==> src/rtl/hpu_reset_seq_pkg.sv <==
// Shared types and constants for the HPU soft-reset sequencer.
package hpu_reset_seq_pkg;

  typedef enum logic [2:0] {
    IDLE,
    ASSERT,
    HOLD,
    RELEASE,
    DONE,
    ERROR,
    WAIT_LOW
  } state_t;

  localparam logic ERR_PHASE_ENTER   = 1'b0;
  localparam logic ERR_PHASE_RELEASE = 1'b1;

endpackage

==> src/rtl/hpu_reset_seq_if.sv <==
// Handshake bundle between the config register block, the reset sequencer and the sub-domains.
interface hpu_reset_seq_if #(
  parameter int DOM_NB = 4,
  parameter int DOM_W  = (DOM_NB > 1) ? $clog2(DOM_NB) : 1
);

  logic              reset_req;
  logic              reset_done;
  logic              busy;
  logic              error;
  logic [DOM_W-1:0]  err_dom;
  logic              err_phase;
  logic [DOM_NB-1:0] dom_srst;
  logic [DOM_NB-1:0] dom_in_rst;
  logic [DOM_NB-1:0] dom_ready;

  modport master (
    input  reset_req, dom_in_rst, dom_ready,
    output reset_done, busy, error, err_dom, err_phase, dom_srst
  );

  modport slave (
    output reset_req, dom_in_rst, dom_ready,
    input  reset_done, busy, error, err_dom, err_phase, dom_srst
  );

endinterface

==> src/rtl/hpu_reset_seq_timer.sv <==
// Saturating up-counter shared by the hold window and the per-step timeout.
module hpu_reset_seq_timer #(
  parameter int CNT_W = 11
) (
  input  logic             clk,
  input  logic             rst,
  input  logic             clear,
  input  logic             enable,
  input  logic [CNT_W-1:0] limit,
  output logic             hit
);

  logic [CNT_W-1:0] cnt;

  always_ff @(posedge clk) begin
    if (rst) begin
      cnt <= '0;
    end else if (clear) begin
      cnt <= '0;
    end else if (enable && (cnt != '1)) begin
      cnt <= cnt + CNT_W'(1);
    end
  end

  assign hit = (cnt == (limit - CNT_W'(1)));

endmodule

==> src/rtl/hpu_reset_sequencer.sv <==
// Asserts all sub-domain soft resets together, holds them, then releases them in index order,
// waiting for each domain to report ready before moving to the next.
module hpu_reset_sequencer
  import hpu_reset_seq_pkg::*;
#(
  parameter int DOM_NB      = 4,
  parameter int HOLD_CYCLES = 16,
  parameter int TIMEOUT     = 1024
) (
  input  logic            cfg_clk,
  input  logic            cfg_srst,
  hpu_reset_seq_if.master bus
);

  localparam int DOM_W   = (DOM_NB > 1) ? $clog2(DOM_NB) : 1;
  localparam int CNT_MAX = (TIMEOUT > HOLD_CYCLES) ? TIMEOUT : HOLD_CYCLES;
  localparam int CNT_W   = $clog2(CNT_MAX) + 1;
  localparam logic [DOM_W-1:0] LAST_IDX = DOM_W'(DOM_NB - 1);

  state_t            state, state_nx;
  logic [DOM_W-1:0]  idx, idx_nx;
  logic [DOM_NB-1:0] srst, srst_nx;
  logic              done, done_nx;
  logic              busy, busy_nx;
  logic              err, err_nx;
  logic [DOM_W-1:0]  edom, edom_nx;
  logic              eph, eph_nx;
  logic              tmr_clear, tmr_en, tmr_hit;
  logic [CNT_W-1:0]  tmr_limit;

  function automatic logic [DOM_W-1:0] first_low(input logic [DOM_NB-1:0] v);
    logic [DOM_W-1:0] r;
    r = '0;
    for (int i = DOM_NB - 1; i >= 0; i--) begin
      if (!v[i]) r = DOM_W'(i);
    end
    return r;
  endfunction

  hpu_reset_seq_timer #(.CNT_W(CNT_W)) u_timer (
    .clk    (cfg_clk),
    .rst    (cfg_srst),
    .clear  (tmr_clear),
    .enable (tmr_en),
    .limit  (tmr_limit),
    .hit    (tmr_hit)
  );

  always_comb begin
    state_nx = state;
    idx_nx   = idx;
    srst_nx  = srst;
    done_nx  = 1'b0;
    err_nx   = err;
    edom_nx  = edom;
    eph_nx   = eph;
    unique case (state)
      IDLE: begin
        if (bus.reset_req) begin
          state_nx = ASSERT;
          err_nx   = 1'b0;
          srst_nx  = '1;
          idx_nx   = '0;
        end
      end
      ASSERT: begin
        if (&bus.dom_in_rst) begin
          state_nx = HOLD;
        end else if (tmr_hit) begin
          state_nx = ERROR;
          err_nx   = 1'b1;
          eph_nx   = ERR_PHASE_ENTER;
          edom_nx  = first_low(bus.dom_in_rst);
          srst_nx  = '0;
          done_nx  = 1'b1;
        end
      end
      HOLD: begin
        if (tmr_hit) begin
          state_nx   = RELEASE;
          srst_nx[0] = 1'b0;
        end
      end
      RELEASE: begin
        // Ready is checked before the timeout so a same-cycle arrival still counts as success.
        if (bus.dom_ready[idx]) begin
          if (idx == LAST_IDX) begin
            state_nx = DONE;
            done_nx  = 1'b1;
          end else begin
            idx_nx          = idx + DOM_W'(1);
            srst_nx[idx_nx] = 1'b0;
          end
        end else if (tmr_hit) begin
          state_nx = ERROR;
          err_nx   = 1'b1;
          eph_nx   = ERR_PHASE_RELEASE;
          edom_nx  = idx;
          srst_nx  = '0;
          done_nx  = 1'b1;
        end
      end
      DONE:     state_nx = WAIT_LOW;
      ERROR:    state_nx = WAIT_LOW;
      WAIT_LOW: if (!bus.reset_req) state_nx = IDLE;
      default:  state_nx = IDLE;
    endcase

    busy_nx   = state_nx inside {ASSERT, HOLD, RELEASE, DONE, ERROR};
    tmr_en    = state inside {ASSERT, HOLD, RELEASE};
    tmr_clear = (state_nx != state) || (idx_nx != idx);
    tmr_limit = (state == HOLD) ? CNT_W'(HOLD_CYCLES) : CNT_W'(TIMEOUT);
  end

  always_ff @(posedge cfg_clk) begin
    if (cfg_srst) begin
      state <= IDLE;
      idx   <= '0;
      srst  <= '0;
      done  <= 1'b0;
      busy  <= 1'b0;
      err   <= 1'b0;
      edom  <= '0;
      eph   <= 1'b0;
    end else begin
      state <= state_nx;
      idx   <= idx_nx;
      srst  <= srst_nx;
      done  <= done_nx;
      busy  <= busy_nx;
      err   <= err_nx;
      edom  <= edom_nx;
      eph   <= eph_nx;
    end
  end

  assign bus.dom_srst   = srst;
  assign bus.reset_done = done;
  assign bus.busy       = busy;
  assign bus.error      = err;
  assign bus.err_dom    = edom;
  assign bus.err_phase  = eph;

endmodule
==> src/flat_wrapper.sv <==
// flat-port wrapper written by rule: the top's interface ports become plain ports
module hpu_reset_sequencer_flat import hpu_reset_seq_pkg::*;
#(
  parameter int DOM_NB      = 4,
  parameter int HOLD_CYCLES = 16,
  parameter int TIMEOUT     = 1024
)
  (cfg_clk, cfg_srst, bus_reset_req, bus_dom_in_rst, bus_dom_ready, bus_reset_done, bus_busy, bus_error, bus_err_dom, bus_err_phase, bus_dom_srst);
  hpu_reset_seq_if #(.DOM_NB(DOM_NB)) bus_i ();
  input  logic cfg_clk;
  input  logic cfg_srst;
  input wire logic [$bits(bus_i.reset_req)-1:0] bus_reset_req;
  input wire logic [$bits(bus_i.dom_in_rst)-1:0] bus_dom_in_rst;
  input wire logic [$bits(bus_i.dom_ready)-1:0] bus_dom_ready;
  output wire logic [$bits(bus_i.reset_done)-1:0] bus_reset_done;
  output wire logic [$bits(bus_i.busy)-1:0] bus_busy;
  output wire logic [$bits(bus_i.error)-1:0] bus_error;
  output wire logic [$bits(bus_i.err_dom)-1:0] bus_err_dom;
  output wire logic [$bits(bus_i.err_phase)-1:0] bus_err_phase;
  output wire logic [$bits(bus_i.dom_srst)-1:0] bus_dom_srst;
  assign bus_i.reset_req = bus_reset_req;
  assign bus_i.dom_in_rst = bus_dom_in_rst;
  assign bus_i.dom_ready = bus_dom_ready;
  assign bus_reset_done = bus_i.reset_done;
  assign bus_busy = bus_i.busy;
  assign bus_error = bus_i.error;
  assign bus_err_dom = bus_i.err_dom;
  assign bus_err_phase = bus_i.err_phase;
  assign bus_dom_srst = bus_i.dom_srst;
  hpu_reset_sequencer #(.DOM_NB(DOM_NB), .HOLD_CYCLES(HOLD_CYCLES), .TIMEOUT(TIMEOUT)) u_core (.cfg_clk(cfg_clk), .cfg_srst(cfg_srst), .bus(bus_i));
endmodule
==> config.mk <==
export PLATFORM = sky130hd
export DESIGN_NAME = hpu_reset_sequencer_flat
export DESIGN_NICKNAME = d
export VERILOG_FILES = /design/src/rtl/hpu_reset_seq_pkg.sv /design/src/rtl/hpu_reset_seq_if.sv /design/src/rtl/hpu_reset_seq_timer.sv /design/src/rtl/hpu_reset_sequencer.sv /design/src/flat_wrapper.sv
export SDC_FILE = /design/constraint.sdc
export NUM_CORES = 1
export LEC_CHECK = 0
export ABC_AREA = 1
export BUFFER_PORTS_ARGS = -buffer_cell sky130_fd_sc_hd__buf_4
export CAP_MARGIN = 20
export CORE_UTILIZATION = 57
export CTS_CLUSTER_DIAMETER = 40
export DETAILED_ROUTE_END_ITERATION = 8
export PLACE_DENSITY = 0.79
export SYNTH_ARGS = -nofsm -noshare
export SYNTH_HDL_FRONTEND = slang
export SYNTH_SLANG_ARGS = --single-unit
==> constraint.sdc <==
create_clock -name cfg_clk -period 2.2 [get_ports cfg_clk]
set_input_delay 0.33 -clock cfg_clk [delete_from_list [all_inputs] [get_ports cfg_clk]]
set_output_delay 0.33 -clock cfg_clk [all_outputs]
set_load 0.02 [all_outputs]
; Word-level counts from Yosys, hierarchy flattened
; Index checks and enable logic that the tools add are counted.
[totals]
in_bits = 11
word_cells = 105
output_inout_bits = 10
regBits = 26
[classes]
n_reduce_logical = 16
order_cmp = 3
eq_ne = 23
addsub = 3
bitwise_logic = 2
n_mux = 48
[op_table]
columns = op, count
row1 = $mux 2, 11
row2 = $mux 3, 7
row3 = $mux 4, 5
row4 = $pmux 3 s6, 1
row5 = $eq 3x3->1 const B, 5
row6 = $mux 1, 14
row7 = $eq 3x2->1 const B, 4
row8 = $reduce_and 4->1, 3
row9 = $add 11x1->11 const B, 1
row10 = $eq 11x11->1, 1
row11 = $mux 11, 1
row12 = $ne 11x11->1 const B, 1
row13 = $sub 11x1->11 const B, 1
row14 = $reduce_and 5->1, 2
row15 = $pmux 3 s3, 1
row16 = $pmux 2 s2, 2
row17 = $eq 3x1->1 const B, 2
row18 = $lt 2x3->1 const B, 2
row19 = $ne 2x1->1 const B, 3
row20 = $ne 2x2->1 const B, 3
row21 = $reduce_bool 3->1, 2
row22 = $reduce_bool 5->1, 1
row23 = $and 4x4->4, 1
row24 = $not 4->4, 1
row25 = 17 further kinds, 20

; Longest topological paths before layout
; Gate-level depths: netlist (run 1).
[logic_depth]
ltp_word = 10
depth_mapped = 15
depth_no_buf = 15

; Hierarchy
; A second synthesis (run 1) with hierarchy kept.
[unflattened]
cells_unflattened = 337
area_unflattened_um2 = 1966.9
[by_module_without_submodules]
columns = module, cells_each, seq_area_each_um2, n_inst, area_each_um2
row1 = hpu_reset_seq_timer, 183, 220.2, 1, 1012.2
row2 = hpu_reset_sequencer, 154, 300.3, 1, 954.7

; Worst setup path after synthesis (run 1)
; No wires, ideal clock.
[synth_path]
path_kind = register to register
start = register u_core.u_timer.cnt[1]
end = register u_core.u_timer.cnt[10]
path_stages_with_launch = 13
arrival_ps = 1573
path_buffers = 1
path_slack_ps = 565
synth_period_minus_slack_ps = 1635
required_time_ps = 2138
setup_time_ps = 62
cell_sequence = dfxtp_1 -> ha_1 -> inv_1 -> nor2_1 -> nand2_1 -> o21ai_0 -> nand3_2 -> nand2_1 -> nand3_1 -> nor2_2 -> nand3_2 -> buf_6 -> nor2_2
[synth_via]
elab_chain_len = 7
elab_cells_between_ends = 12
classes_between = add/sub: 1 / eq/ne: 3 / mux: 5 / reduce/logical: 3
[synth_rtl]
columns = element, line_no
row1 = "start, declared", hpu_reset_seq_timer.sv:13  ; logic [CNT_W-1:0] cnt;
row2 = "start signal, assigned", hpu_reset_seq_timer.sv:21  ; cnt <= cnt + CNT_W'(1);
row3 = $eq 11x11->1, hpu_reset_seq_timer.sv:25  ; assign hit = (cnt == (limit - CNT_W'(1)));
row4 = $mux 3, "hpu_reset_sequencer.sv:69, hpu_reset_sequencer.sv:94"
row5 = "$mux 3, on equally long branches", "hpu_reset_sequencer.sv:86, hpu_reset_sequencer.sv:67"
row6 = $pmux 3 s6, hpu_reset_sequencer.sv:57  ; unique case (state)
row7 = $ne 3x3->1, hpu_reset_sequencer.sv:111  ; tmr_clear = (state_nx != state) || (idx_nx != idx);
row8 = $logic_or 1x1->1, hpu_reset_sequencer.sv:111
row9 = $reduce_or 2->1 (no line), --
; Parallel ways exist; a longest one is shown, timed or not.
; A chain may end at the register's enable or synchronous reset.

; Worst setup path after layout (run 1)
[layout_path]
start = register u_core.state[1]
end = register u_core.srst[3] (netlist: u_core.bus.dom_srst[3])
[layout_via]
elab_chain_len = 7
elab_cells_between_ends = 16
classes_between = add/sub: 1 / eq/ne: 7 / mux: 5 / reduce/logical: 3
[layout_rtl]
columns = element, line_no
row1 = "start, declared", hpu_reset_sequencer.sv:20  ; state_t state, state_nx;
row2 = "start signal, assigned", hpu_reset_sequencer.sv:126  ; state <= state_nx;
row3 = $eq 3x2->1, hpu_reset_sequencer.sv:112  ; tmr_limit = (state == HOLD) ? CNT_W'(HOLD_CYCLES) : CNT_W'(TIMEOUT);
row4 = $mux 11, hpu_reset_sequencer.sv:112
row5 = $sub 11x1->11, hpu_reset_seq_timer.sv:25
row6 = $eq 11x11->1, hpu_reset_seq_timer.sv:25
row7 = $mux 4, --
row8 = "$mux 4, on equally long branches", --
row9 = $pmux 3 s3, hpu_reset_sequencer.sv:57
row10 = "end signal, assigned", hpu_reset_sequencer.sv:128  ; srst <= srst_nx;
row11 = "end, declared", hpu_reset_sequencer.sv:22  ; logic [DOM_NB-1:0] srst, srst_nx;
; Parallel ways exist; a longest one is shown, timed or not. The select of a mux whose other input is x is not followed.

==> results.md, run 1 <==
- Tcrit/Tclk final: 0.874
- Overall Global Routing Usage: 0.239
- Number of DRC markers in iteration 0: 29
- Port bufs: 20
- Crit path arrival time: 2160 ps
- Fmax: 520 MHz
- Crit end category: flop
- Longest Clk Path Bufs: 2
- First-pass iteration count of the detailed router: 4
- Routed WL: 3220 um
- Root buf cell: clkbuf_4
- Final setup viols: 0
- # IOs: 21
- Pins Over Slew Limit: 0
- Drt drc: 0
- Latest clock arrival within the worst-skew pair: 330 ps
- Synth Net Count: 260
- Slew HR: 0.714
- Layout cells sized above 1: 0.222
- Die W: 54.8 um
- Crit-path max FO: 6
- CTS Buf Count: 3
- Critical path startpoint category: flop
- Antenna viol nets, final: 0
- Most common cell after layout, fill and taps aside: nand2_1
- Pleak: 0.000852 uW
- Library cells used by synthesis: 27
- Core Rows: 18
- Gp weighted congestion: 0.873
- Mapped Avg Cell Area: 6.41 um^2
- HP Class: input port to flop
- Commonest non-fill, non-tap cells in the layout: 72 x nand2_1, 32 x inv_1, 26 x dfxtp_1
- CTS tree: built
- Detailed Place HPWL: 2530 um
- # diodes: 0
- Status: finished clean
- Final hold viol count: 0
- Avg WL per Cell: 10.7 um
- Fillers: 244
- First-pass GRT wire length: 5060 um
- Peak VDD IR: 0.000451 V
- Worst-margin pin slew: 426 ps
- Largest net degree at the start of global routing: 14
- Min cycle time layout: 1920 ps
- Worst-path clk slew: 130 ps
- Final setup TNS: 0 ps
- Initial Util: 0.619
- Setup bufs post-CTS: 0
- Synth Register Bits: 26
- Synthesized area: 1590 um^2
- RSZ-0062 raised after global routing: false
- Synthesis-to-finish area growth: 13.5%
- Antenna violations before repair: 0
- Core area: 2570 um^2
- Die area: 3010 um^2
- Power per cell area: 469 nW/um^2
- Vias in the first global route: 1200
- Clock sink count: 26
- Post-layout util: 0.703
- H-tree Lvls: 1
- Skew final: 9.16 ps
- Die Y-Extent: 54.8 um
- GRT overflow: 0
- Critical Path RT: 2430 ps
- Post-synthesis sequential area ratio: 0.327
- Total number of vias: 1504
- Yosys warnings: 0
- Vias per cell: 5.01
- Nets: 284
- Synthesized instance count: 248
- Setup Crit Path Kind: flop to flop
- Tot Pwr: 847 uW
- MaxCap Viol Count: 0
synthesized netlist by cell type:
master	n	area [um^2]
nand2_1	72	270
inv_1	32	120
dfxtp_1	26	521
nor2_1	25	93.8
nor2_2	15	93.8
nand3_1	13	65.1
a21oi_1	12	60.1
o21ai_0	8	40.0
nand2_2	7	43.8
nor3_1	6	30.0
xor2_1	5	43.8
inv_2	4	15.0
nand3_2	4	40.0
nand3b_1	3	22.5
buf_2	2	10.0
nand4_1	2	12.5
nor2_4	2	22.5
a31o_2	1	8.76
a31oi_1	1	6.26
a41oi_1	1	8.76
and3_1	1	6.26
buf_6	1	11.3
clkbuf_1	1	3.75
ha_1	1	12.5
nor3b_1	1	7.51
nor3b_2	1	12.5
xnor2_1	1	8.76
worst paths after layout:
| check | startpoint | end | slack, ps | cells after the start |
|---|---|---|---|---|
| worst max-delay path | u_core.state[1] | u_core.bus.dom_srst[3] | 280 | 13 |
| worst min register to register | u_core.bus.dom_srst[3] | u_core.bus.dom_srst[3] | 470 | 2 |
| worst max register to register | u_core.state[1] | u_core.bus.dom_srst[3] | 280 | 13 |
| worst min-delay path | cfg_srst | u_core.bus.dom_srst[2] | 250 | 2 |
metrics by stage:
stage	instances	hold WS (ps)	cell area (um^2)	worst slack [ps]
after global placement	297	449	1780	248
final	300	253	1810	277
after detailed placement	297	454	1780	210
after global routing	300	244	1810	57.1
after floorplan	248	399	1590	565
after CTS	300	242	1800	169
power by group:
| part | switching, uW | leakage (uW) | total [uW] | internal (uW) |
|---|---|---|---|---|
| Combinational | 92.1 | 0.000627 | 150 | 57.7 |
| Clock | 138 | 0.0000138 | 202 | 64.5 |
| Sequential | 9.17 | 0.000211 | 494 | 485 |
| Total | 239 | 0.000852 | 847 | 607 |
logic make-up after synthesis:
logic type               after synthesis  synth area share
AND/OR/NAND/NOR                      152             0.453
buffers and inverters                 40             0.101
flip-flops                            26             0.327
AO/OA/AOI/OAI                         23            0.0779
XOR/XNOR                               6            0.0330
adder cells (fa/ha/maj)                1           0.00787
sequential cells by signal (all words and copies together), names as in the netlist, 2 cells and up:
| name | flops |
|---|---|
| u_core.bus.err_dom | 2 |
| u_core.u_timer.cnt | 11 |
| u_core.state | 3 |
| u_core.idx | 2 |
| u_core.bus.dom_srst | 4 |
repair_timing:
item                       in CTS  in global routing
gates resized for setup         0                  1
hold buffers                    0                  0
setup endpoints to repair       0                 11
critical path, stage by stage, from the launching register on:
cell     delay (ps)
dfxtp_1         470
nand2_1         150
nor2_2          240
inv_2            50
nand2_2          90
nand2_2          50
nor2_2          160
inv_2            40
nand2_1          90
inv_1            60
nor2_1          190
o21ai_0         130
nand2_1          70
a21oi_1          50
per-layer routing:
layer  track usage  up-vias  routed length, um
met5             0        -                  0
met4        0.0556        0                 27
met3        0.0778        5                151
met2         0.355       24               1310
met1         0.330      662               1730
li1              -      813                  -
cell type report:
cell class	count	area, um^2	area share
inverters	36	135	0.0748
multi-input cells	182	917	0.508
repair buffers	23	173	0.0956
well taps	30	37.5	0.0208
flip-flops and latches	26	520	0.288
clock buffers	3	22.5	0.0125
Power figures use the tool's default switching activity.
==> inputs of run 2 (changes only) <==
--- a/config.mk
+++ b/config.mk
@@ -8,10 +8,12 @@
 export ABC_AREA = 1
 export BUFFER_PORTS_ARGS = -buffer_cell sky130_fd_sc_hd__buf_4
 export CAP_MARGIN = 20
-export CORE_UTILIZATION = 57
+export CELL_PAD_IN_SITES_DETAIL_PLACEMENT = 1
+export CELL_PAD_IN_SITES_GLOBAL_PLACEMENT = 1
+export CORE_UTILIZATION = 40
 export CTS_CLUSTER_DIAMETER = 40
 export DETAILED_ROUTE_END_ITERATION = 8
-export PLACE_DENSITY = 0.79
+export PLACE_DENSITY_LB_ADDON = 0.1
 export SYNTH_ARGS = -nofsm -noshare
 export SYNTH_HDL_FRONTEND = slang
 export SYNTH_SLANG_ARGS = --single-unit
==> results.md, run 2 (same netlist as run 1, synthesis figures left out) <==
- Worst-path clk slew: 90 ps (-40 ps)
- CTS Buf Count: 3 (unchanged)
- Crit-path max FO: 6 (unchanged)
- Pre-CTS WS: 114 ps (-96.1 ps)
- Non-Filler Instances: 320 (+6.7%)
- Die area: 4230 um^2 (+41%)
- Post-layout util: 0.499 (-0.204)
- Core area: 3740 um^2 (+46%)
- Worst-margin pin slew: 402 ps (-23.9 ps)
- Fillers: 534 (+120%)
- Crit path arrival time: 2110 ps (-50 ps)
- Fin worst setup slack: 255 ps (-21.5 ps)
- First-pass GRT wire length: 6650 um (+31%)
- Largest Register: u_core.u_timer.cnt
- Reg area: 520 um^2 (unchanged)
- Power per cell area: 513 nW/um^2 (+9.3%)
- Port bufs: 20 (unchanged)
- Hold_sp: cfg_srst
- Antenna viol nets, final: 0 (unchanged)
- Pleak: 0.000873 uW (+2.4%)
- Fmax: 514 MHz (-1.1%)
- Critical Path RT: 2370 ps (-60 ps)
- Vias in the first global route: 1559 (+30%)
- Peak VDD IR: 0.000320 V (-29%)
- Dpl cell area: 1810 um^2 (+1.7%)
- Tcrit/Tclk final: 0.884 (+0.00976)
- HP Class: input port to flop
- Critical path startpoint category: flop
- Final hold viol count: 0 (unchanged)
- Most common cell after layout, fill and taps aside: nand2_1
- Die Y-Extent: 65.1 um (+19%)
- Slew HR: 0.730 (+0.0160)
- Clock sink count: 26 (unchanged)
- # diodes: 0 (unchanged)
- Die W: 65.1 um (+19%)
- Antenna violations before repair: 0 (unchanged)
- Largest net degree at the start of global routing: 15 (+1)
- Nets: 285 (+0.35%)
- CTS tree: built
- RSZ-0062 raised after global routing: false
- Crit end category: flop
- Crit path from: u_core.state[1]
- Skew final: 3.56 ps (-5.60 ps)
- Overall Global Routing Usage: 0.204 (-0.0353)
- Gp weighted congestion: 0.804 (-7.9%)
- Commonest non-fill, non-tap cells in the layout: 72 x nand2_1, 32 x inv_1, 26 x dfxtp_1
- MaxCap Viol Count: 0 (unchanged)
- Synthesis-to-finish area growth: 17.5%
- Final setup TNS: 0 ps (unchanged)
- Root buf cell: clkbuf_8
- Number of DRC markers in iteration 0: 22 (-24%)
- Routed WL: 3840 um (+20%)
- Initial Util: 0.425 (-0.195)
- Reg-to-reg startpoint: u_core.state[1]
- Core Rows: 22 (+4)
- Placed cell count: 316 (+6.4%)
- Final setup viols: 0 (unchanged)
- Area of the multi-input gates: 917 um^2 (unchanged)
- Min cycle time layout: 1940 ps (+21.5 ps)
- # IOs: 21 (unchanged)
- GRT overflow: 0 (unchanged)
- Total number of vias: 1561 (+3.8%)
- Setup Crit Path Kind: flop to flop
- Layout cells sized above 1: 0.228 (+0.00572)
- Avg WL per Cell: 12.0 um (+12%)
- Drt drc: 0 (unchanged)
- Longest Clk Path Bufs: 2 (unchanged)
- First-pass iteration count of the detailed router: 4 (unchanged)
- Vias per cell: 4.88 (-2.7%)
- Detailed Place HPWL: 3160 um (+25%)
- Latest clock arrival within the worst-skew pair: 270 ps (-60 ps)
- Status: finished clean
- Max reg flops: 11 (unchanged)
- H-tree Lvls: 1 (unchanged)
- Pins Over Slew Limit: 0 (unchanged)
- Cell area after layout: 1870 um^2 (+3.5%)
==> run 2: changes by cell type in the layout (fill, tap and decap cells not counted), sizes merged <==
cell	before	now
clkbuf	3	4
buf	23	24
==> run 2: cell type report <==
cell class              instances  area share
repair buffers                 24      0.0965
clock buffers                   4      0.0295
inverters                      36      0.0723
flip-flops and latches         26       0.279
multi-input cells             182       0.491
well taps                      48      0.0322
==> run 2: layer usage <==
layer / vias up / GRT usage / part of all wire
met2: 23 / 0.382 / 0.51
met4: 0 / 0.0516 / 0.014
met3: 4 / 0.0475 / 0.028
met1: 718 / 0.229 / 0.45
li1: 816 / - / -
met5: - / 0 / 0
==> run 2: path summary, 6_finish.rpt <==
kind                            end  slack, ps  depth (start not counted)
max reg2reg  u_core.bus.dom_srst[3]        260                         13
min reg2reg  u_core.bus.dom_srst[2]        470                          2
max          u_core.bus.dom_srst[3]        260                         13
min          u_core.bus.dom_srst[1]        330                          2
==> run 2: worst max-delay path, cell delays in order (launching register included) <==
cell and delay (ps):
dfxtp_1 450, nand2_1 160, nor2_2 230, inv_2 60, nand2_2 90, nand2_2 50, nor2_2 150, inv_2 40
nand2_1 80, inv_1 60, nor2_1 190, o21ai_0 140, nand2_1 80, a21oi_1 50
==> run 2: what timing repair did <==
action,in CTS,in global routing
hold buffers,0,0
hold endpoints to repair,0,0
gates resized for setup,0,2
buffers inserted,0,0
endpoints found under the setup margin,0,11
==> run 2: power by group <==
group / internal [uW] / switching (uW) / total [uW]
registers: 485 / 9.24 / 494
logic: 59.5 / 96.2 / 156
clock network: 160 / 148 / 308
==> run 2: stage by stage <==
step           power (uW)  hold WS, ps
4_1_cts               971          326
3_3_place_gp          659          448
6_report              958          330
3_5_place_dp          661          459
2_1_floorplan         605          399
5_1_grt              1010          327
